==> config.mk <==
export PLATFORM = sky130hd
export DESIGN_NAME = cfa_frame_writer_flat
export DESIGN_NICKNAME = d
export VERILOG_FILES = /design/src/rtl/cfa_frame_writer_if.sv /design/src/rtl/cfa_frame_writer.sv /design/src/flat_wrapper.sv
export SDC_FILE = /design/constraint.sdc
export NUM_CORES = 1
export LEC_CHECK = 0
export CELL_PAD_IN_SITES_DETAIL_PLACEMENT = 0
export CELL_PAD_IN_SITES_GLOBAL_PLACEMENT = 1
export CORE_AREA = 8 8 132 134
export DETAILED_ROUTE_END_ITERATION = 6
export DIE_AREA = 0 0 140 142
export DONT_BUFFER_PORTS = 1
export GPL_ROUTABILITY_DRIVEN = 0
export GPL_TIMING_DRIVEN = 0
export PLACE_DENSITY_LB_ADDON = 0.1
export SLEW_MARGIN = 10
export SYNTH_ARGS = -nofsm -noshare
export SYNTH_HDL_FRONTEND = slang
export SYNTH_SLANG_ARGS = --single-unit
export TNS_END_PERCENT = 5
==> constraint.sdc <==
create_clock -name clk -period 2.7 [get_ports clk]
set_input_delay 0.405 -clock clk [delete_from_list [all_inputs] [get_ports clk]]
set_output_delay 0.405 -clock clk [all_outputs]
set_load 0.1 [all_outputs]
==> src/rtl/cfa_frame_writer_if.sv <==
// cfa_frame_writer_if: pixel-stream and frame-memory write bus of the CFA frame writer.
//   pixelValid/pixelReady/pixelData : RGB pixel stream into the writer, {R,G,B} with R in MSBs
//   wrEn/wrReady/wrAddress/wrData   : memory write request, address is {row,col}
// Modports:
//   master : the writer (consumes pixels, issues memory writes)
//   slave  : the environment (produces pixels, accepts memory writes)
`timescale 1ns/1ps
interface cfa_frame_writer_if #(
  parameter int unsigned rowBitWidth  = 11,
  parameter int unsigned colBitWidth  = 11,
  parameter int unsigned dataBitWidth = 8
);
  logic                                 pixelValid;
  logic                                 pixelReady;
  logic [3*dataBitWidth-1:0]            pixelData;
  logic                                 wrEn;
  logic                                 wrReady;
  logic [rowBitWidth+colBitWidth-1:0]   wrAddress;
  logic [3*dataBitWidth-1:0]            wrData;

  modport master (
    input  pixelValid, pixelData, wrReady,
    output pixelReady, wrEn, wrAddress, wrData
  );

  modport slave (
    output pixelValid, pixelData, wrReady,
    input  pixelReady, wrEn, wrAddress, wrData
  );
endinterface

==> src/rtl/cfa_frame_writer.sv <==
// cfa_frame_writer: tags a raster-order RGB pixel stream with {row,col} and writes it to the
// output frame memory through a 2-entry FIFO; pulses done once the last write has drained.
// Ports:
//   clk            system clock, rising edge
//   rst            asynchronous reset, active-low
//   start          frame start pulse, sampled only when idle
//   rowMax/colMax  last row/col index, latched on start
//   bus            pixel stream in, memory writes out (master modport)
//   busy           high while a frame is in progress or draining
//   done           one-cycle pulse when the frame is fully written
`timescale 1ns/1ps
module cfa_frame_writer #(
  parameter int unsigned rowBitWidth  = 11,
  parameter int unsigned colBitWidth  = 11,
  parameter int unsigned dataBitWidth = 8
) (
  input  logic                   clk,
  input  logic                   rst,
  input  logic                   start,
  input  logic [rowBitWidth-1:0] rowMax,
  input  logic [colBitWidth-1:0] colMax,
  cfa_frame_writer_if.master     bus,
  output logic                   busy,
  output logic                   done
);

  localparam int unsigned PixW   = 3 * dataBitWidth;
  localparam int unsigned EntryW = rowBitWidth + colBitWidth + PixW;

  typedef enum logic [1:0] {StIdle, StRun, StFlush, StDone} state_e;

  state_e                 state_q, state_d;
  logic [rowBitWidth-1:0] row_q, row_d, row_max_q, row_max_d;
  logic [colBitWidth-1:0] col_q, col_d, col_max_q, col_max_d;
  logic [EntryW-1:0]      fifo_q [2];
  logic [EntryW-1:0]      fifo_d [2];
  logic                   wr_ptr_q, wr_ptr_d, rd_ptr_q, rd_ptr_d;
  logic [1:0]             count_q, count_d;
  logic                   pixel_ready_q, pixel_ready_d;
  logic                   push, pop;

  // pixel_ready_q is only ever set in RUN, so push implies RUN.
  assign push = bus.pixelValid & pixel_ready_q;
  assign pop  = (count_q != 2'd0) & bus.wrReady;

  always_comb begin
    state_d   = state_q;
    row_d     = row_q;
    col_d     = col_q;
    row_max_d = row_max_q;
    col_max_d = col_max_q;
    fifo_d    = fifo_q;
    wr_ptr_d  = wr_ptr_q;
    rd_ptr_d  = rd_ptr_q;

    if (push) begin
      fifo_d[wr_ptr_q] = {row_q, col_q, bus.pixelData};
      wr_ptr_d         = ~wr_ptr_q;
    end
    if (pop) begin
      rd_ptr_d = ~rd_ptr_q;
    end
    count_d = count_q + {1'b0, push} - {1'b0, pop};

    unique case (state_q)
      StIdle: begin
        if (start) begin
          state_d   = StRun;
          row_max_d = rowMax;
          col_max_d = colMax;
          row_d     = '0;
          col_d     = '0;
          count_d   = 2'd0;
          wr_ptr_d  = 1'b0;
          rd_ptr_d  = 1'b0;
        end
      end
      StRun: begin
        if (push) begin
          if (col_q == col_max_q) begin
            // Counters hold on the last pixel so they never run past the maxima.
            if (row_q == row_max_q) begin
              state_d = StFlush;
            end else begin
              row_d = row_q + rowBitWidth'(1);
              col_d = '0;
            end
          end else begin
            col_d = col_q + colBitWidth'(1);
          end
        end
      end
      StFlush: begin
        if (count_d == 2'd0) begin
          state_d = StDone;
        end
      end
      StDone: begin
        state_d = StIdle;
      end
      default: begin
        state_d = StIdle;
      end
    endcase

    // Registered ready from next-state count: a full FIFO blocks input even if a pop fires.
    pixel_ready_d = (state_d == StRun) && (count_d < 2'd2);
  end

  always_ff @(posedge clk or negedge rst) begin
    if (!rst) begin
      state_q       <= StIdle;
      row_q         <= '0;
      col_q         <= '0;
      row_max_q     <= '0;
      col_max_q     <= '0;
      fifo_q[0]     <= '0;
      fifo_q[1]     <= '0;
      wr_ptr_q      <= 1'b0;
      rd_ptr_q      <= 1'b0;
      count_q       <= 2'd0;
      pixel_ready_q <= 1'b0;
    end else begin
      state_q       <= state_d;
      row_q         <= row_d;
      col_q         <= col_d;
      row_max_q     <= row_max_d;
      col_max_q     <= col_max_d;
      fifo_q        <= fifo_d;
      wr_ptr_q      <= wr_ptr_d;
      rd_ptr_q      <= rd_ptr_d;
      count_q       <= count_d;
      pixel_ready_q <= pixel_ready_d;
    end
  end

  assign bus.pixelReady = pixel_ready_q;
  assign bus.wrEn       = (count_q != 2'd0);
  assign bus.wrAddress  = fifo_q[rd_ptr_q][EntryW-1:PixW];
  assign bus.wrData     = fifo_q[rd_ptr_q][PixW-1:0];
  assign busy           = (state_q == StRun) || (state_q == StFlush);
  assign done           = (state_q == StDone);

endmodule

==> src/flat_wrapper.sv <==
// flat-port wrapper written by rule: the top's interface ports become plain ports
module cfa_frame_writer_flat 
#(
  parameter int unsigned rowBitWidth  = 11,
  parameter int unsigned colBitWidth  = 11,
  parameter int unsigned dataBitWidth = 8
)
  (clk, rst, start, rowMax, colMax, busy, done, bus_pixelValid, bus_pixelData, bus_wrReady, bus_pixelReady, bus_wrEn, bus_wrAddress, bus_wrData);
  cfa_frame_writer_if #(.rowBitWidth(rowBitWidth), .colBitWidth(colBitWidth), .dataBitWidth(dataBitWidth)) bus_i ();
  input  logic clk;
  input  logic rst;
  input  logic start;
  input  logic [rowBitWidth-1:0] rowMax;
  input  logic [colBitWidth-1:0] colMax;
  output logic busy;
  output logic done;
  input wire logic [$bits(bus_i.pixelValid)-1:0] bus_pixelValid;
  input wire logic [$bits(bus_i.pixelData)-1:0] bus_pixelData;
  input wire logic [$bits(bus_i.wrReady)-1:0] bus_wrReady;
  output wire logic [$bits(bus_i.pixelReady)-1:0] bus_pixelReady;
  output wire logic [$bits(bus_i.wrEn)-1:0] bus_wrEn;
  output wire logic [$bits(bus_i.wrAddress)-1:0] bus_wrAddress;
  output wire logic [$bits(bus_i.wrData)-1:0] bus_wrData;
  assign bus_i.pixelValid = bus_pixelValid;
  assign bus_i.pixelData = bus_pixelData;
  assign bus_i.wrReady = bus_wrReady;
  assign bus_pixelReady = bus_i.pixelReady;
  assign bus_wrEn = bus_i.wrEn;
  assign bus_wrAddress = bus_i.wrAddress;
  assign bus_wrData = bus_i.wrData;
  cfa_frame_writer #(.rowBitWidth(rowBitWidth), .colBitWidth(colBitWidth), .dataBitWidth(dataBitWidth)) u_core (.clk(clk), .rst(rst), .start(start), .rowMax(rowMax), .colMax(colMax), .bus(bus_i), .busy(busy), .done(done));
endmodule
==> summary.md, run 1 <==
| Metric | Value |
|---|---|
| Status | finished, violations left |
| Violated checks | negative hold slack |
| Synth cell types | 45 |
| H-tree Lvls | 4 |
| Die height | 142 um |
| Slew Viols, Final | 0 |
| WL final | 14.3 mm |
| Number of iterations in the first detailed-routing pass | 4 |
| Worst hold margin | -319 ps |
| Deepest clock path buffer count | 2 |
| DIE WIDTH | 140 um |
| HP Class | in2async |
| Iteration-0 DRC Markers | between 150 and 200 |
| Synthesized area per cell | 13.1 um2 |
| Clock Pin Slew Worst Setup and Hold Paths | approximately 60 ps |
| GR Overflow Total | 0 |
| WP data required | between 3000 and 4000 ps |
| Reg2Reg Capture Point | u_core.bus.pixelReady$_DFF_PN0_ |
| Sequential share of the synthesized area | 53.1% |
| Final min period | 2590 ps |
| Cell area after synthesis | 6750 um2 |
| Layout cell share with drive strength beyond 1 | around 42% |
| TritonCTS Buffers | 17 |
| Core ar. | 15,400 um2 |
| Via count | 4,022 |
| CP Cell Sequence | or2_4 > and2_1 > ha_1 > inv_1 > ha_1 > xnor2_2 > xnor2_2 > o21bai_1 > a21oi_1 > o32ai_1 > o311a_1 |
| Cell family with most CP delay | compound AO/OA/AOI/OAI gates |
| Commonest cells after routing, fill and taps aside | 154 x mux2_2, 142 x dfrtp_1, 20 x xnor2_1 |
| Setup-failing EPs final | 0 |
| Max Cap Viol | 0 |
| R2R Path Start | u_core.count_q[1]$_DFF_PN0_ |
| Clock sink count | 143 |
| I/O Buffers | 0 |
| Critical Setup Path Class | reg2reg |
| Area contributors post-synth | dfrtp_1 53%, mux2_2 27%, xnor2_1 2.9% |
| Fmax | 385 MHz |
| Via/cell ratio | 5.46 |
| RSZ-0062 raised after global routing | yes |
| Number of diodes | 0 |
| Most used DFF post-synth | dfrtp_1 |
| Critical-path top delay cell | dfrtp_1 |
| Root buf cell | clkbuf_16 |
| Post-synthesis async set-or-reset flop share | 100% |
| GRT Overall Usage | 15.2% |
| Fin. Hold Viols | 143 |
| R2R cell count | 11 |
| IO Pins | slightly above 100 |
| Ys Warns | 0 |
| Clock latency on the worst-skew pair | 420 ps |
| Post-DP HPWL | 10.3 mm |
| First-pass GRT wire length | 23.7 mm |
| Routed Antenna Nets | 0 |
| Vias in the first global route | 4,399 |
| Worst Tran Pin Value | 976 ps |
| Maximum fanout along the worst path | 4 |
| Max stage delay on crit path | 410 ps |
| Layout area overhead | 14.0% |
| Buf/Inv on CP | 1 |
| Grt met1 use | 18.8% |
| Num rows | 46 |
| GR Util met2 | between 20% and 30% |
| Syn Inst Count | 513 |
| Syn nets | approximately 570 |
| Relative max-transition margin | 35.1% |
| CTS tree | done |
| Pin count of the biggest net entering global routing | 144 |
| Final Util | 49.9% |
| Startpoint Class | flop |
| Clock Skews | 7.81 ps |
| Routed WL per cell | 19.4 um |
| CP arrival | 2940 ps |
| Final net count | roughly 600 |
| Initial Util | 43.7% |
| Post CTS Setup Buffer Count | 0 |
| Initial antenna violation count | 0 |
| Reg2Reg Setup Slack | 110 ps |
| Most common cell after layout, fill and taps aside | mux2_2 |
| Remaining routing DRC violations | 0 |
| CP endpoint kind | flop |
| Met3 usage | ~4.6% |
| Number of enable flip-flop cells after synthesis | 0 |
| #FFs+latches synth | 143 |
| Top Usage Layer GRT | met2 |
| Post-synth top area share | 53.1% |
| Period utilisation layout | 96.1% |
| Synth area leader | dfrtp_1 |
| Die footprint | 19,900 um2 |
Yosys cell counts (all sizes together), types with 2 or more instances:
cell type,n
ha,10
nand3,9
o31ai,5
xor2,11
o311a,2
and2,5
xnor2,22
nor3,7
mux2i,2
mux2,161
o21ai,7
or3,5
a21oi,16
a211oi,2
buf,8
clkbuf,20
and3,5
or4,4
nand2,16
a2111oi,2
nand4,8
inv,8
nor4,3
dfrtp,143
nor2,19
or2,2
state kept, by name, summed over array words and instances, names as in the netlist:
register	cells
u_core.col_q	11
u_core.rd_ptr_q	1
u_core.col_max_q	11
u_core.fifo_q	92
u_core.wr_ptr_q	1
u_core.row_q	11
u_core.state_q	2
u_core.count_q	2
u_core.row_max_q	11
u_core.bus.pixelReady	1
layout make-up:
class / count / area, um2
clock buffer: 20 / 457
sequential: 143 / 3580
multi-input combinational: 334 / 3060
inverter: 8 / 30.0
tap: 192 / 240
buffer: 27 / 136
fill: 1356 / 7730
clock inverter: 12 / 184
layer usage:
| metal | vias to the layer above | share of wire, % |
|---|---|---|
| met1 | 2041 | 46 |
| met5 | - | 0 |
| li1 | 1878 | - |
| met3 | 13 | 5.8 |
| met2 | 90 | 47 |
| met4 | 0 | 1.0 |
logic make-up after synthesis:
family          synth area share [%]
mux                             27.2
flops                           53.1
simple gates                    6.83
compound gates                  4.42
buf+inv                         2.28
xor+xnor                        4.40
fa+ha+maj                       1.85
how the worst max path moves through the flow:
stage,from,to,slack (ps),cells past startpoint
2_1_floorplan,u_core.bus.pixelReady$_DFF_PN0_,u_core.fifo_q[10]$_DFFE_PN0P_,80,6
5_1_grt,u_core.count_q[1]$_DFF_PN0_,u_core.bus.pixelReady$_DFF_PN0_,-70,11
3_5_place_dp,u_core.bus.pixelReady$_DFF_PN0_,u_core.fifo_q[20]$_DFFE_PN0P_,-620,6
4_1_cts,u_core.bus.pixelReady$_DFF_PN0_,u_core.fifo_q[13]$_DFFE_PN0P_,-90,5
6_report,u_core.count_q[1]$_DFF_PN0_,u_core.bus.pixelReady$_DFF_PN0_,110,11
3_3_place_gp,u_core.bus.pixelReady$_DFF_PN0_,u_core.fifo_q[86]$_DFFE_PN0P_,-620,6
stage by stage:
step	cells	cell area, um2	hold WS [ps]	TNS [ps]	setup slack (ps)
6_report	736	7690	-319	0	105
3_3_place_gp	705	6990	114	-47050	-624
2_1_floorplan	513	6750	109	0	81.4
3_5_place_dp	705	6990	114	-46060	-622
5_1_grt	736	7690	-347	-65.6	-65.6
4_1_cts	736	7670	-338	-1580	-89.0
timing repair:
item	CTS	global route
setup endpoints to repair	128	42
hold endpoints to repair	143	143
pin swaps	0	0
resized for setup	20	8
Power of run 1 is left out: the tool's default activity adds up to more than one toggle a clock period on the data nets, which glitch-free logic cannot reach.
==> run 2: changes to the inputs <==
--- a/config.mk
+++ b/config.mk
@@ -7,9 +7,9 @@
 export LEC_CHECK = 0
 export CELL_PAD_IN_SITES_DETAIL_PLACEMENT = 0
 export CELL_PAD_IN_SITES_GLOBAL_PLACEMENT = 1
-export CORE_AREA = 8 8 132 134
+export CORE_AREA = 8 8 139 141
 export DETAILED_ROUTE_END_ITERATION = 6
-export DIE_AREA = 0 0 140 142
+export DIE_AREA = 0 0 147 149
 export DONT_BUFFER_PORTS = 1
 export GPL_ROUTABILITY_DRIVEN = 0
 export GPL_TIMING_DRIVEN = 0
==> summary.md, run 2 (same netlist as run 1, synthesis figures left out) <==
| Metric | Value |
|---|---|
| Final Util | 45.1% (was 49.9%) |
| Final Instance Area | 7690 um2 (about the same) |
| Post-DP HPWL | 10.5 mm (was 10.3 mm) |
| Setup-failing EPs final | 0 (unchanged) |
| HP Class | in2async (unchanged) |
| Vias in the first global route | 4,234 (was 4,399) |
| Num rows | 48 (was 46) |
| Most common cell after layout, fill and taps aside | mux2_2 (unchanged) |
| Initial antenna violation count | 0 (unchanged) |
| Remaining routing DRC violations | 0 (unchanged) |
| CP endpoint kind | primary output (was flop) |
| Clock sink count | 143 (unchanged) |
| Worst Tran Pin Value | 984 ps (was 976 ps) |
| Clock Pin Slew Worst Setup and Hold Paths | 60 ps (about the same) |
| Critical path startpoint | u_core.rd_ptr_q$_DFF_PN0_ (was u_core.count_q[1]$_DFF_PN0_) |
| Critical Setup Path Class | reg2out (was reg2reg) |
| Layout Cells excl Fill | 770 (was 736) |
| Reg2Reg Setup Slack | 120 ps (was 110 ps) |
| Commonest cells after routing, fill and taps aside | 159 x mux2_2, 142 x dfrtp_1, 20 x xnor2_1 (was 154 x mux2_2, 142 x dfrtp_1, 20 x xnor2_1) |
| Final min period | 2620 ps (was 2590 ps) |
| First-pass GRT wire length | 24.1 mm (was 23.7 mm) |
| Placed Area | 7030 um2 (was 6990 um2) |
| Fin. Hold Viols | 143 (unchanged) |
| Layout area overhead | 13.9% (was 14.0%) |
| Via count | 4,011 (was 4,022) |
| GRT Overall Usage | 14.0% (was 15.2%) |
| WL final | 14.7 mm (was 14.3 mm) |
| Metal2 WL | 6.87 mm (was 6.74 mm) |
| Reg2Reg Capture Point | u_core.row_q[0]$_DFFE_PN0P_ (was u_core.bus.pixelReady$_DFF_PN0_) |
| DR top layer | met4 (unchanged) |
| CP arrival | 2210 ps (was 2940 ps) |
| Root buf cell | clkbuf_16 (unchanged) |
| Maximum fanout along the worst path | 10 (was 4) |
| Relative max-transition margin | 34.6% (was 35.1%) |
| Via/cell ratio | 5.21 (was 5.46) |
| GR Overflow Total | 0 (unchanged) |
| Period utilisation layout | 97.0% (was 96.1%) |
| Final net count | 593 (was 592) |
| Worst hold margin | -322 ps (was -319 ps) |
| Clock Skews | 12.3 ps (was 7.81 ps) |
| Max Cap Viol | 0 (unchanged) |
| Startpoint Class | flop (unchanged) |
| Number of diodes | 0 (unchanged) |
| Layout cell share with drive strength beyond 1 | 41.7% (was 41.5%) |
| Status | finished, violations left (unchanged) |
| CTS tree | done (unchanged) |
| Largest register FFs | 92 (unchanged) |
| WP data required | 2300 ps (was 3050 ps) |
| Fmax | 382 MHz (was 385 MHz) |
| Iteration-0 DRC Markers | 154 (was 162) |
| Initial Util | 39.5% (was 43.7%) |
| DIE WIDTH | 147 um (was 140 um) |
| Placed cells | 738 (was 705) |
| Wire length on met1 | 6.89 mm (was 6.56 mm) |
| Violated checks | negative hold slack (unchanged) |
| Clock latency on the worst-skew pair | 420 ps (about the same) |
| Pre-CTS setup slack | -716 ps (was -622 ps) |
| Metal3 WL | 812 um (was 823 um) |
| Routed Antenna Nets | 0 (unchanged) |
| I/O Buffers | 0 (unchanged) |
| Biggest register | u_core.fifo_q (unchanged) |
| R2R Path Start | u_core.state_q[1]$_DFF_PN0_ (was u_core.count_q[1]$_DFF_PN0_) |
| IO Pins | 101 (unchanged) |
| RSZ-0062 raised after global routing | yes (unchanged) |
| H-tree Lvls | 4 (unchanged) |
| Routed WL per cell | 19.1 um (was 19.4 um) |
| Setup WS post-layout | 80.7 ps (was 105 ps) |
| TritonCTS Buffers | 17 (unchanged) |
| Slew Viols, Final | 0 (unchanged) |
| Number of iterations in the first detailed-routing pass | 4 (unchanged) |
| Core ar. | 17,100 um2 (was 15,400 um2) |
| Die footprint | 21,900 um2 (was 19,900 um2) |
| R2R cell count | 8 (was 11) |
| Deepest clock path buffer count | 2 (unchanged) |
| Die height | 149 um (was 142 um) |
| Pin count of the biggest net entering global routing | 144 (unchanged) |
-- run 2: cell type report --
class / instances / area (um2)
sequential: 143 / 3580
timing repair buffer: 2 / 15.0
fill: 1569 / 9370
buffer: 26 / 129
multi-input combinational: 334 / 3060
tap: 225 / 282
inverter: 8 / 30.0
clock inverter: 11 / 140
clock buffer: 21 / 450
-- run 2: worst max-delay path, cell delays in order, from the launching register on --
cell      delay (ps)
dfrtp_1          330
clkbuf_2         310
clkbuf_1         510
mux2_2           630
-- run 2: worst max path at each step --
stage,cells after the start,endpoint
finish,3,bus_wrAddress[0]
global route,3,bus_wrData[17]
CTS,3,bus_wrAddress[0]
detailed placement,6,u_core.fifo_q[20]$_DFFE_PN0P_
global placement,6,u_core.fifo_q[23]$_DFFE_PN0P_
floorplan,6,u_core.fifo_q[10]$_DFFE_PN0P_
-- run 2: routing by layer --
layer	GRT usage, %	up-vias
li1	-	1884
met1	18.3	2040
met2	21.5	81
met3	5.04	6
met4	4.28	0
met5	0	-
-- run 2: timing repair --
item / in CTS / in global routing
setup buffers: 0 / 2
gates resized for setup: 14 / 10
gates cloned: 0 / 0
hold endpoints to repair: 143 / 143
pin swaps: 0 / 2
setup endpoints to repair: 131 / 80
-- run 2: stage by stage --
step           setup TNS (ps)  hold WS (ps)
4_1_cts                 -37.7          -334
3_5_place_dp           -53290           116
2_1_floorplan               0           109
3_3_place_gp           -52130           115
5_1_grt                 -1450          -342
6_report                    0          -322
Power of run 2 is left out for the same reason.
==> run 3: changes to the inputs <==
--- a/config.mk
+++ b/config.mk
@@ -7,9 +7,9 @@
 export LEC_CHECK = 0
 export CELL_PAD_IN_SITES_DETAIL_PLACEMENT = 0
 export CELL_PAD_IN_SITES_GLOBAL_PLACEMENT = 1
-export CORE_AREA = 8 8 139 141
+export CORE_AREA = 8 8 123 125
 export DETAILED_ROUTE_END_ITERATION = 6
-export DIE_AREA = 0 0 147 149
+export DIE_AREA = 0 0 131 133
 export DONT_BUFFER_PORTS = 1
 export GPL_ROUTABILITY_DRIVEN = 0
 export GPL_TIMING_DRIVEN = 0
==> summary.md, run 3 (same netlist as run 1, synthesis figures left out) <==
| Metric | Value |
|---|---|
| Clock Skews | 6.45 ps (was 12.3 ps) |
| CP arrival | 2920 ps (was 2210 ps) |
| Iteration-0 DRC Markers | 234 (was 154) |
| CP Cell Sequence | or2_4 > and2_1 > ha_1 > inv_1 > ha_1 > xnor2_1 > xnor2_1 > o21bai_1 > a21oi_1 > o32ai_1 > o311a_1 (was clkbuf_2 > clkbuf_1 > mux2_2) |
| IO Pins | 101 (unchanged) |
| Met3 usage | 6.27% (was 5.04%) |
| Post CTS Setup Buffer Count | 0 (unchanged) |
| Routed Antenna Nets | 0 (unchanged) |
| GR Overflow Total | 0 (unchanged) |
| Top Usage Layer GRT | met2 (unchanged) |
| Largest register FFs | 92 (unchanged) |
| Critical Setup Path Class | reg2reg (was reg2out) |
| Violated checks | negative hold slack (unchanged) |
| Core ar. | 13,100 um2 (was 17,100 um2) |
| GRT Overall Usage | 16.9% (was 14.0%) |
| Status | finished, violations left (unchanged) |
| Die footprint | 17,400 um2 (was 21,900 um2) |
| Placed cells | 689 (was 738) |
| GR Util met2 | 25.7% (was 21.5%) |
| Startpoint Class | flop (unchanged) |
| Via count | 4,072 (was 4,011) |
| Clock sink count | 143 (unchanged) |
| # fillers | 1,098 (was 1,569) |
| Die height | 133 um (was 149 um) |
| CTS tree | done (unchanged) |
| Final net count | 592 (was 593) |
| DIE WIDTH | 131 um (was 147 um) |
| Root buf cell | clkbuf_16 (unchanged) |
| I/O Buffers | 0 (unchanged) |
| Maximum fanout along the worst path | 4 (was 10) |
| Cell family with most CP delay | simple AND/OR/NAND/NOR gates (was buffers and inverters) |
| Number of diodes | 0 (unchanged) |
| Fmax | 381 MHz (was 382 MHz) |
| Vias in the first global route | 4,354 (was 4,234) |
| Deepest clock path buffer count | 2 (unchanged) |
| Initial antenna violation count | 0 (unchanged) |
| Setup-failing EPs final | 0 (unchanged) |
| First-pass GRT wire length | 22.8 mm (was 24.1 mm) |
| Initial Util | 51.5% (was 39.5%) |
| Routed WL per cell | 19.7 um (was 19.1 um) |
| Reg2Reg Setup Slack | 80 ps (was 120 ps) |
| Pin count of the biggest net entering global routing | 144 (unchanged) |
| RSZ-0062 raised after global routing | yes (unchanged) |
| Commonest cells after routing, fill and taps aside | 155 x mux2_2, 142 x dfrtp_1, 22 x xnor2_1 (was 159 x mux2_2, 142 x dfrtp_1, 20 x xnor2_1) |
| Most common cell after layout, fill and taps aside | mux2_2 (unchanged) |
| Fin. Hold Viols | 143 (unchanged) |
| Worst hold margin | -317 ps (was -322 ps) |
| WP data required | 2990 ps (was 2300 ps) |
| Layout Cells excl Fill | 718 (was 770) |
| Num rows | 42 (was 48) |
| CP endpoint kind | flop (was primary output) |
| Max stage delay on crit path | 390 ps (was 630 ps) |
| Final Util | 57.8% (was 45.1%) |
| Post-DP HPWL | 9.96 mm (was 10.5 mm) |
| Final min period | 2620 ps (about the same) |
| Clock Pin Slew Worst Setup and Hold Paths | 60 ps (about the same) |
| Relative max-transition margin | 34.2% (was 34.6%) |
| Via/cell ratio | 5.67 (was 5.21) |
| Remaining routing DRC violations | 0 (unchanged) |
| TritonCTS Buffers | 17 (unchanged) |
| H-tree Lvls | 4 (unchanged) |
| Period utilisation layout | 97.1% (was 97.0%) |
| Layout cell share with drive strength beyond 1 | 40.2% (was 41.7%) |
| Slew Viols, Final | 0 (unchanged) |
| Biggest register | u_core.fifo_q (unchanged) |
| Worst Tran Pin Value | 989 ps (was 984 ps) |
| Number of iterations in the first detailed-routing pass | 4 (unchanged) |
| Buf/Inv on CP | 1 (was 2) |
| Max Cap Viol | 0 (unchanged) |
| Critical-path top delay cell | dfrtp_1 (was mux2_2) |
| Grt met1 use | 21.4% (was 18.3%) |
| HP Class | in2async (unchanged) |
| WL final | 14.1 mm (was 14.7 mm) |
| Layout area overhead | 12.1% (was 13.9%) |
| Clock latency on the worst-skew pair | 410 ps (was 420 ps) |
## run 3: metal layers
metal / part of all wire (%) / wire, um / vias to the layer above
met5: 0 / 0 / -
met4: 1.4 / 203 / 0
met3: 7.9 / 1110 / 13
met2: 46 / 6470 / 108
met1: 45 / 6350 / 2079
li1: - / - / 1872
## run 3: final timing paths
| path | to | depth (start not counted) | start |
|---|---|---|---|
| worst max-delay path | u_core.bus.pixelReady$_DFF_PN0_ | 11 | u_core.count_q[1]$_DFF_PN0_ |
| worst min-delay path | u_core.fifo_q[3]$_DFFE_PN0P_ | 0 | rst |
| worst max register to register | u_core.bus.pixelReady$_DFF_PN0_ | 11 | u_core.count_q[1]$_DFF_PN0_ |
| worst min register to register | u_core.fifo_q[82]$_DFFE_PN0P_ | 1 | u_core.fifo_q[82]$_DFFE_PN0P_ |
| max in group asynchronous | u_core.bus.pixelReady$_DFF_PN0_ | 0 | rst |
| min in group clk | u_core.wr_ptr_q$_DFF_PN0_ | 1 | start |
## run 3: layout make-up
type / count / area [um2] / area share (%)
buffer: 27 / 136 / 1.80
inverter: 8 / 30.0 / 0.397
sequential: 143 / 3580 / 47.3
clock buffer: 23 / 468 / 6.19
clock inverter: 7 / 87.6 / 1.16
tap: 176 / 220 / 2.91
multi-input combinational: 334 / 3040 / 40.2
## run 3: per-stage QoR
stage | instance area, um2 | setup WS [ps] | TNS [ps]
after floorplan | 6750 | 81.4 | 0
after global placement | 6970 | -597 | -45250
after detailed placement | 6970 | -598 | -45650
after CTS | 7560 | 26.0 | 0
after global routing | 7560 | -59.8 | -59.8
final | 7560 | 78.0 | 0
## run 3: timing repair
item | 4_1_cts | 5_1_grt
endpoints found under the hold margin | 143 | 143
resized for setup | 21 | 1
pin swaps | 0 | 0
endpoints found under the setup margin | 131 | 2
Power of run 3 is left out for the same reason.
